File: config.mk
export PLATFORM = sky130hd
export DESIGN_NAME = instr_loader_flat
export DESIGN_NICKNAME = d
export VERILOG_FILES = /design/src/rtl/instr_loader_pkg.sv /design/src/rtl/instr_loader_if.sv /design/src/rtl/instr_loader_word_assembler.sv /design/src/rtl/instr_loader.sv /design/src/flat_wrapper.sv
export SDC_FILE = /design/constraint.sdc
export NUM_CORES = 1
export LEC_CHECK = 0
export ABC_AREA = 1
export CAP_MARGIN = 20
export CORE_MARGIN = 10
export CORE_UTILIZATION = 39
export CTS_BUF_LIST = sky130_fd_sc_hd__clkbuf_16
export DETAILED_ROUTE_END_ITERATION = 8
export HOLD_SLACK_MARGIN = 0.08
export PLACE_DENSITY = 0.88
export SKIP_CTS_REPAIR_TIMING = 1
export SYNTH_ARGS = -nofsm -noshare
export SYNTH_HDL_FRONTEND = slang
export SYNTH_SLANG_ARGS = --single-unit
File: constraint.sdc
create_clock -name clk -period 3.91 [get_ports clk]
set_input_delay 1.173 -clock clk [delete_from_list [all_inputs] [get_ports clk]]
set_output_delay 1.173 -clock clk [all_outputs]
set_load 0.005 [all_outputs]
File: src/rtl/instr_loader_pkg.sv
// Shared definitions for the instruction loader: FSM encoding, frame constants
// and the per-core depth multiplier also used by the instruction-memory side.
package instr_loader_pkg;

  localparam int HDR_FLAG_BIT    = 7;
  localparam int DEF_INSTR_WIDTH = 32;
  localparam int INSTR_BYTES     = (DEF_INSTR_WIDTH + 7) / 8;

  typedef enum logic [2:0] {
    IDLE,
    S_ADDR,
    S_CNT,
    S_DATA,
    S_CSUM
  } state_t;

  function automatic int instr_bytes(input int width);
    return (width + 7) / 8;
  endfunction

  // Depth multiplier is the lowest set bit of (core + 2^log_cores).
  function automatic int depth_mult(input int core, input int log_cores);
    int v;
    v = core + (1 << log_cores);
    return v & (-v);
  endfunction

endpackage

File: src/rtl/instr_loader_if.sv
// Host byte channel plus the replicated per-core instruction-memory write port.
interface instr_loader_if #(
  parameter int CORES       = 8,
  parameter int PC_WIDTH    = 8,
  parameter int INSTR_WIDTH = 32
) ();

  logic [7:0]                   in_data;
  logic                         in_valid;
  logic                         in_ready;
  logic [CORES-1:0]             we;
  logic [CORES*PC_WIDTH-1:0]    waddr;
  logic [CORES*INSTR_WIDTH-1:0] wdata;

  modport master (
    output in_data, in_valid,
    input  in_ready, we, waddr, wdata
  );

  modport slave (
    input  in_data, in_valid,
    output in_ready, we, waddr, wdata
  );

endinterface

File: src/rtl/instr_loader_word_assembler.sv
// instr_word_assembler: MSB-first byte shift register with a byte counter;
// word_done pulses the cycle after the final byte of a word is shifted in.
module instr_word_assembler
  import instr_loader_pkg::*;
#(
  parameter int INSTR_WIDTH = 32
) (
  input  logic                   clk,
  input  logic                   rst,
  input  logic                   clear,
  input  logic                   byte_valid,
  input  logic [7:0]             byte_in,
  output logic [INSTR_WIDTH-1:0] word,
  output logic                   last_byte,
  output logic                   word_done
);

  localparam int NBYTES = instr_bytes(INSTR_WIDTH);
  localparam int CW     = (NBYTES > 1) ? $clog2(NBYTES) : 1;

  logic [NBYTES*8-1:0] shreg;
  logic [CW-1:0]       cnt;

  assign last_byte = (cnt == CW'(NBYTES - 1));
  assign word      = shreg[INSTR_WIDTH-1:0];

  // clear only restarts the byte count so a pending word stays visible on wdata
  always_ff @(posedge clk) begin
    if (rst) begin
      shreg     <= '0;
      cnt       <= '0;
      word_done <= 1'b0;
    end else begin
      word_done <= byte_valid && last_byte;
      if (clear) begin
        cnt <= '0;
      end else if (byte_valid) begin
        shreg <= (shreg << 8) | (NBYTES*8)'(byte_in);
        cnt   <= last_byte ? '0 : cnt + 1'b1;
      end
    end
  end

endmodule

File: src/rtl/instr_loader.sv
// instr_loader: parses HDR/ADDR/CNT/data frames and drives per-core write strobes.
// Define INSTR_LOADER_CHECKSUM_EN to require a trailing zero-sum checksum byte.
module instr_loader
  import instr_loader_pkg::*;
#(
  parameter int CORES       = 8,
  parameter int LOG_CORES   = 3,
  parameter int PC_WIDTH    = 8,
  parameter int INSTR_WIDTH = 32,
  parameter int INSTR_DEPTH = 32
) (
  input  logic          clk,
  input  logic          rst,
  instr_loader_if.slave bus,
  input  logic          clr_err,
  output logic          busy,
  output logic          done,
  output logic          err
);

  state_t                 state, state_next;
  logic [7:0]             in_byte;
  logic                   accept, hdr_accept, stray_byte, data_byte, frame_end;
  logic [LOG_CORES-1:0]   core_q;
  logic                   core_bad_q, core_bad_in;
  logic [PC_WIDTH-1:0]    addr_q;
  logic [7:0]             left_q;
  logic [INSTR_WIDTH-1:0] word;
  logic                   last_byte, word_done;
  logic [31:0]            core_depth;
  logic                   addr_ok, wr_ok, range_err, csum_err, err_set;
  logic                   done_q, err_q;

  assign in_byte      = bus.in_data;
  assign bus.in_ready = !rst;
  assign accept       = bus.in_valid && bus.in_ready;

`ifdef INSTR_LOADER_CHECKSUM_EN
  localparam state_t DATA_EXIT = S_CSUM;
  logic [7:0] sum_q, sum_total;

  assign sum_total = sum_q + in_byte;
  assign csum_err  = accept && (state == S_CSUM) && (sum_total != 8'h00);

  always_ff @(posedge clk) begin
    if (rst)             sum_q <= '0;
    else if (hdr_accept) sum_q <= in_byte;
    else if (accept)     sum_q <= sum_total;
  end
`else
  localparam state_t DATA_EXIT = IDLE;
  assign csum_err = 1'b0;
`endif

  always_ff @(posedge clk) begin
    if (rst) state <= IDLE;
    else     state <= state_next;
  end

  always_comb begin
    state_next = state;
    unique case (state)
      IDLE:    if (accept && in_byte[HDR_FLAG_BIT]) state_next = S_ADDR;
      S_ADDR:  if (accept) state_next = S_CNT;
      S_CNT:   if (accept) state_next = S_DATA;
      S_DATA:  if (accept && last_byte && left_q == 8'd0) state_next = DATA_EXIT;
      S_CSUM:  if (accept) state_next = IDLE;
      default: state_next = IDLE;
    endcase
  end

  always_comb begin
    busy       = (state != IDLE);
    hdr_accept = accept && (state == IDLE) && in_byte[HDR_FLAG_BIT];
    stray_byte = accept && (state == IDLE) && !in_byte[HDR_FLAG_BIT];
    data_byte  = accept && (state == S_DATA);
    frame_end  = accept && (state != IDLE) && (state_next == IDLE);
  end

  instr_word_assembler #(
    .INSTR_WIDTH(INSTR_WIDTH)
  ) u_asm (
    .clk       (clk),
    .rst       (rst),
    .clear     (hdr_accept),
    .byte_valid(data_byte),
    .byte_in   (in_byte),
    .word      (word),
    .last_byte (last_byte),
    .word_done (word_done)
  );

  // Range is judged against the address presented in the strobe cycle
  assign core_bad_in = (32'(in_byte[LOG_CORES-1:0]) >= 32'(CORES));
  assign core_depth  = 32'(INSTR_DEPTH) * 32'(depth_mult(int'(core_q), LOG_CORES));
  assign addr_ok     = (32'(addr_q) < core_depth);
  assign wr_ok       = word_done && !core_bad_q && addr_ok;
  assign range_err   = word_done && !core_bad_q && !addr_ok;
  assign err_set     = stray_byte || range_err || (hdr_accept && core_bad_in) || csum_err;

  assign bus.we    = wr_ok ? (CORES'(1) << core_q) : '0;
  assign bus.waddr = {CORES{addr_q}};
  assign bus.wdata = {CORES{word}};
  assign done      = done_q;
  assign err       = err_q;

  always_ff @(posedge clk) begin
    if (rst) begin
      core_q     <= '0;
      core_bad_q <= 1'b0;
      addr_q     <= '0;
      left_q     <= '0;
      done_q     <= 1'b0;
      err_q      <= 1'b0;
    end else begin
      done_q <= frame_end;
      if (hdr_accept) begin
        core_q     <= in_byte[LOG_CORES-1:0];
        core_bad_q <= core_bad_in;
      end
      if (accept && state == S_ADDR) addr_q <= PC_WIDTH'(in_byte);
      else if (word_done)            addr_q <= addr_q + 1'b1;
      if (accept && state == S_CNT)   left_q <= in_byte;
      else if (data_byte && last_byte) left_q <= left_q - 8'd1;
      if (err_set)      err_q <= 1'b1;
      else if (clr_err) err_q <= 1'b0;
    end
  end

endmodule

File: src/flat_wrapper.sv
// flat-port wrapper written by rule: the top's interface ports become plain ports
module instr_loader_flat import instr_loader_pkg::*;
#(
  parameter int CORES       = 8,
  parameter int LOG_CORES   = 3,
  parameter int PC_WIDTH    = 8,
  parameter int INSTR_WIDTH = 32,
  parameter int INSTR_DEPTH = 32
)
  (clk, rst, clr_err, busy, done, err, bus_in_data, bus_in_valid, bus_in_ready, bus_we, bus_waddr, bus_wdata);
  instr_loader_if #(.CORES(CORES), .PC_WIDTH(PC_WIDTH), .INSTR_WIDTH(INSTR_WIDTH)) bus_i ();
  input  logic clk;
  input  logic rst;
  input  logic clr_err;
  output logic busy;
  output logic done;
  output logic err;
  input wire logic [$bits(bus_i.in_data)-1:0] bus_in_data;
  input wire logic [$bits(bus_i.in_valid)-1:0] bus_in_valid;
  output wire logic [$bits(bus_i.in_ready)-1:0] bus_in_ready;
  output wire logic [$bits(bus_i.we)-1:0] bus_we;
  output wire logic [$bits(bus_i.waddr)-1:0] bus_waddr;
  output wire logic [$bits(bus_i.wdata)-1:0] bus_wdata;
  assign bus_i.in_data = bus_in_data;
  assign bus_i.in_valid = bus_in_valid;
  assign bus_in_ready = bus_i.in_ready;
  assign bus_we = bus_i.we;
  assign bus_waddr = bus_i.waddr;
  assign bus_wdata = bus_i.wdata;
  instr_loader #(.CORES(CORES), .LOG_CORES(LOG_CORES), .PC_WIDTH(PC_WIDTH), .INSTR_WIDTH(INSTR_WIDTH), .INSTR_DEPTH(INSTR_DEPTH)) u_core (.clk(clk), .rst(rst), .bus(bus_i), .clr_err(clr_err), .busy(busy), .done(done), .err(err));
endmodule
# Word level (Yosys, flattened, before mapping)
# Index checks and enable logic that the tools add are counted.
[word_totals] reg_bits=59 inputBits=12 output_inout_bits=332
[classes] add_sub_neg=5 bitwise_logic=3 shift=1 muxes=14 order_cmp=1 n_reduce_logical=28 n_eq_ne=5
[ops] op="8-bit 2-to-1 mux" count=5
[ops] op="8-bit by 32-bit < comparator with 1-bit output" count=1
[ops] op="32-bit by 8-bit OR with 32-bit output" count=1
[ops] op="27-bit AND" count=1
[ops] op="27-bit negator" count=1
[ops] op="1-bit logical AND" count=15
[ops] op="3-bit 2-to-1 mux" count=5
[ops] op="3-bit case mux with 5 select lines" count=1
[ops] op="8-bit by 1-bit adder with 8-bit output (second input constant)" count=1
[ops] op="8-bit zero test" count=1
[ops] op="1-bit by 3-bit << shifter with 8-bit output (first input constant)" count=1
[ops] op="8-bit by 1-bit subtractor with 8-bit output (second input constant)" count=1
[ops] op="3-bit by 2-bit == test with 1-bit output (second input constant)" count=2
[ops] op="3-bit zero test" count=2
[ops] op="2-bit nonzero test" count=3
[ops] op="3-bit by 4-bit adder with 5-bit output (second input constant)" count=1
[ops] op="3-bit by 1-bit == test with 1-bit output (second input constant)" count=1
[ops] op="3-bit == test (second input constant)" count=1
[ops] op="1-bit zero test" count=3
[ops] op="3-bit nonzero test" count=1
[ops] op="2-bit by 1-bit adder with 2-bit output (second input constant)" count=1
[ops] op="2-bit == test (second input constant)" count=1
[ops] op="1-bit 2-to-1 mux" count=2
[ops] op="2-bit 2-to-1 mux" count=1
[ops] op="4 further kinds" count=4

# Depth between registers and ports, before layout
[depth] depth_word=8 depth_mapped=11 ltp_nobuf=11

# Hierarchy
# Synthesis repeated with hierarchy kept, for this count alone.
[hier_totals] hier_cells=732 area_unflattened_um2=5106.1
[modules_own_cells] mod="instr_loader" cells_each=508 instances=1 area_each_um2=3592.2 seq_area_each_um2=480.5
[modules_own_cells] mod="instr_word_assembler" cells_each=224 instances=1 area_each_um2=1514.0 seq_area_each_um2=700.7

# Least setup slack after synthesis
# No wires, ideal clock.
[synth_path] kind="input to output" from="input port rst" to="output port bus_in_ready" setup_slack_ps=1065 path_stages=3 n_path_buf=2 arrival_time_ps=1672 path_cell_list="buf_6 -> inv_2 -> clkbuf_1"
[synth_between] elab_chain_cells=1
[synth_lines] item="start: declaration" line_no="flat_wrapper.sv:13" text="input logic rst;"
[synth_lines] item="1-bit zero test" line_no="instr_loader.sv:35" text="assign bus.in_ready = !rst;"
[synth_lines] item="end: declaration" line_no="flat_wrapper.sv:20" text="output wire logic [$bits(bus_i.in_ready)-1:0] bus_in_ready;"
# Every way passes these cells.

# Worst setup path in the final report
[layout_path] from="register u_core.core_q[1]" to="output port bus_we[5]"
[layout_between] elab_chain_cells=6 word_cells_on_any_way=7
[layout_lines] item="start: declaration" line_no="instr_loader.sv:24" text="logic [LOG_CORES-1:0] core_q;"
[layout_lines] item="start signal: assignment" line_no="instr_loader.sv:118" text="core_q <= in_byte[LOG_CORES-1:0];"
[layout_lines] item="3-bit by 4-bit adder with 5-bit output" line_no="instr_loader_pkg.sv:24" text="v = core + (1 << log_cores);"
[layout_lines] item="27-bit negator" line_no="instr_loader_pkg.sv:25" text="return v & (-v);"
[layout_lines] item="27-bit AND" line_no="instr_loader_pkg.sv:25"
[layout_lines] item="8-bit by 32-bit < comparator with 1-bit output" line_no="instr_loader.sv:96" text="assign addr_ok = (32'(addr_q) < core_depth);"
[layout_lines] item="1-bit logical AND" line_no="instr_loader.sv:97" text="assign wr_ok = word_done && !core_bad_q && addr_ok;"
[layout_lines] item="8-bit 2-to-1 mux *" line_no="instr_loader.sv:101" text="assign bus.we = wr_ok ? (CORES'(1) << core_q) : '0;"
[layout_lines] item="end: declaration" line_no="flat_wrapper.sv:21" text="output wire logic [$bits(bus_i.we)-1:0] bus_we;"
# Mark *: on every way between the ends. The rest lies on a longest branch, timed or not.

==> impl_metrics.env <==
export IMPL_status="completed"
export IMPL_yosys_most_used_dff="sky130_fd_sc_hd__dfxtp_1"
export IMPL_swShare_pct=23.5
export IMPL_totalWireLength_um=16500
export IMPL_num_antenna_cells=0
export IMPL_fill_cells=1181
export IMPL_sequentialPowerShare_pct=41.1
export IMPL_endpoint_kind="output port"
export IMPL_crit_path_start_kind="flip-flop"
export IMPL_critical_path_required_ns=2.74
export IMPL_library_cell_with_the_highest_instance_count_after_synthesis="sky130_fd_sc_hd__buf_4"
export IMPL_setup_repair_after_global_routing_missed_its_margin="false"
export IMPL_critical_path_slowest_cell="sky130_fd_sc_hd__clkdlybuf4s50_1"
export IMPL_critPathBufInv=2
export IMPL_cap_violations=0
export IMPL_start_util_pct=39.4
export IMPL_max_stage_delay_ns=0.52
export IMPL_gr_total_overflow=0
export IMPL_die_h_um=132
export IMPL_final_hold_viol_count=0
export IMPL_detail_route_drc_violations=0
export IMPL_routed_via_count=4020
export IMPL_max_slew_margin_pct=67.1
export IMPL_critical_path_top_delay_family="buffers and inverters"
export IMPL_design_die_area_um2=17500
export IMPL_power_clock_fraction_pct=51.9
export IMPL_fp_rows=41
export IMPL_power_combinational_fraction_pct=7.1
export IMPL_cts_sinks=59
export IMPL_vdd_ir_drop_worst_uv=191
export IMPL_drt_pre_antenna_iters=5
export IMPL_grt_antenna_before_repair=0
export IMPL_clock_fmax_mhz=289
export IMPL_sequential_area_share_after_synthesis_pct=23.9
export IMPL_post_synth_instance_area_um2=4930
export IMPL_grtUsageTotal_pct=17.4
export IMPL_final_setup_skew_ns=0.00976
export IMPL_dr_first_iter_drc_count=229
export IMPL_core_area_um2=12500
export IMPL_worstSkewPairLatency_ns=0.33
export IMPL_period_minus_slack_ns=3.46
export IMPL_gp_routability_congestion=0.905
export IMPL_maximum_number_of_pins_on_one_net_before_global_route_repair=46
export IMPL_maximum_fanout_along_the_worst_path=4
export IMPL_post_route_util_pct=53.8
export IMPL_ctsLongestPathBuffers=2
export IMPL_timing_setup_critical_path_class="reg -> out"
export IMPL_cts_tree="yes"
export IMPL_synth_cell_types=26
export IMPL_timing_critical_path_cells="inv_1 -> nand3_1 -> ha_1 -> a21oi_1 -> a21oi_1 -> nor2_1 -> nand2_1 -> nor2_1 -> clkdlybuf4s50_1"
export IMPL_io_pins=344
export IMPL_post_layout_total_power_mw=1.50
export IMPL_cts_buffers=9
export IMPL_internal_power_mw=1.15
export IMPL_yosys_warnings=0
export IMPL_buffer_ports_inserted=343
export IMPL_dpl_cell_count=917
export IMPL_clock_transition_at_path_regs_ns=0.06
export IMPL_tightest_slew_ns=0.493
export IMPL_yosys_area_top_type_share_pct=43.1
export IMPL_timing_hold_worst_class="reg -> reg"
export IMPL_dp_final_hpwl_um=13200
export IMPL_htree_levels=3
export IMPL_leakage_nw=2.52
export IMPL_post_synth_edffs=0
export IMPL_synthDominantAreaCellType="sky130_fd_sc_hd__buf_4"
export IMPL_smallest_hold_slack_ns=0.482
export IMPL_switchingPower_mw=0.353
export IMPL_synth_area_top_cells="sky130_fd_sc_hd__buf_4 (43%), sky130_fd_sc_hd__dfxtp_1 (24%), sky130_fd_sc_hd__nor2_1 (7.4%)"
export IMPL_postRouteAntennaNets=0
export IMPL_clock_tree_root_cell="sky130_fd_sc_hd__clkbuf_16"
export IMPL_timing_max_transition_violations_final=0
export IMPL_tns_ns=0
export IMPL_vias_in_the_first_global_route=3914
export IMPL_report_final_setup_viol=0
export IMPL_area_delta_synth_final_pct=36.5
export IMPL_avgSynthCellArea_um2=7.14
export IMPL_die_width_um=132
export IMPL_grt_first_pass_wirelength_um=24800
export IMPL_postSynthRegisterBits=59
export IMPL_power_density_nw_per_um2=223
export IMPL_final_period_utilization_pct=88.6
export IMPL_layout_drive_gt1_share_pct=4.34
export IMPL_netlist_top_cells_count="sky130_fd_sc_hd__buf_4 (283), sky130_fd_sc_hd__nor2_1 (97), sky130_fd_sc_hd__nand2_1 (75), sky130_fd_sc_hd__dfxtp_1 (59), sky130_fd_sc_hd__o21ai_0 (45)"
export IMPL_postSynthNetCount=709
export IMPL_wire_per_inst_um=17.6
export IMPL_route_detailed_vias_per_inst=4.31
export IMPL_arrival_ns=2.29
export IMPL_stdcell_count=933
export IMPL_async_reset_ff_share_pct=0
export IMPL_syn_inst=691
export IMPL_finish_net_count=774
-- path summary, 6_finish.rpt --
kind / from / endpoint / cells past startpoint / slack, ns
worst max-delay path: u_core.core_q[1] / bus_we[5] / 9 / 0.45
worst min-delay path: u_core.u_asm.cnt[1] / u_core.u_asm.cnt[1] / 2 / 0.48
worst max register to register: u_core.state[1] / u_core.left_q[1] / 6 / 2.27
worst min register to register: u_core.u_asm.cnt[1] / u_core.u_asm.cnt[1] / 2 / 0.48
-- layer usage --
| metal | track usage [%] | vias up | share of wire [%] | wire, um |
|---|---|---|---|---|
| met5 | 0 | - | 0 | 0 |
| met4 | 2.87 | 0 | 0.79 | 130 |
| met3 | 5.19 | 12 | 6.6 | 1090 |
| met2 | 32.5 | 194 | 54 | 8880 |
| met1 | 19.2 | 1817 | 39 | 6360 |
| li1 | - | 1997 | - | - |
-- cell type report --
| class | instances | area (um^2) | area share, % |
|---|---|---|---|
| multi-input cells | 294 | 1410 | 21.0 |
| clock buffers | 9 | 225 | 3.35 |
| inverters | 46 | 173 | 2.57 |
| flip-flops and latches | 59 | 1180 | 17.5 |
| well taps | 172 | 215 | 3.20 |
| repair buffers | 346 | 3460 | 51.3 |
| clock inverters | 7 | 68.8 | 1.02 |
-- worst min-delay path, delay by kind of cell (launching register included) --
family,cells,cell delay [ns]
and+or+nand+nor,1,0.06
DFF,1,0.31
AOI/OAI and AO/OA,1,0.06
-- power groups by stage --
stage	logic [mW]	registers, mW	clock network [mW]
after floorplan	0.0627	0.627	0
after global placement	0.105	0.629	0
after detailed placement	0.106	0.629	0
after CTS	0.107	0.616	0.799
after global routing	0.117	0.617	0.821
final	0.106	0.617	0.778
-- per-stage QoR --
| stage | worst slack, ns | cell area [um^2] |
|---|---|---|
| floorplan | 1.07 | 4930 |
| global placement | 0.561 | 6440 |
| detailed placement | 0.540 | 6440 |
| CTS | 0.428 | 6730 |
| global route | 0.224 | 6730 |
| finish | 0.447 | 6730 |
-- placed cells by master, fill, tap and decap left out, types with 4 or more instances in the layout --
cell type	count
sky130_fd_sc_hd__clkdlybuf4s50_1	343
sky130_fd_sc_hd__a21oi_1	18
sky130_fd_sc_hd__ha_1	6
sky130_fd_sc_hd__nor3_1	4
sky130_fd_sc_hd__nor2_1	97
sky130_fd_sc_hd__nand2_1	75
sky130_fd_sc_hd__clkbuf_16	9
sky130_fd_sc_hd__nand4_1	4
sky130_fd_sc_hd__dfxtp_1	59
sky130_fd_sc_hd__inv_1	44
sky130_fd_sc_hd__nand3_1	24
sky130_fd_sc_hd__o21ai_0	45
-- registers in the layout (all words and copies together) (netlist names) --
name	count
u_core.addr_q	8
u_core.u_asm.word_done	1
u_core.done	1
u_core.core_q	3
u_core.left_q	8
u_core.u_asm.word	32
u_core.err	1
u_core.u_asm.cnt	2
u_core.state	3
-- cell families after synthesis --
kind of cell	synth area share (%)
adder cells (fa/ha/maj)	1.52
flip-flops	23.9
buffers and inverters	47.4
AND/OR/NAND/NOR	19.5
XOR/XNOR	0.533
AO/OA/AOI/OAI	7.10
(Power assumes the default switching activity.)
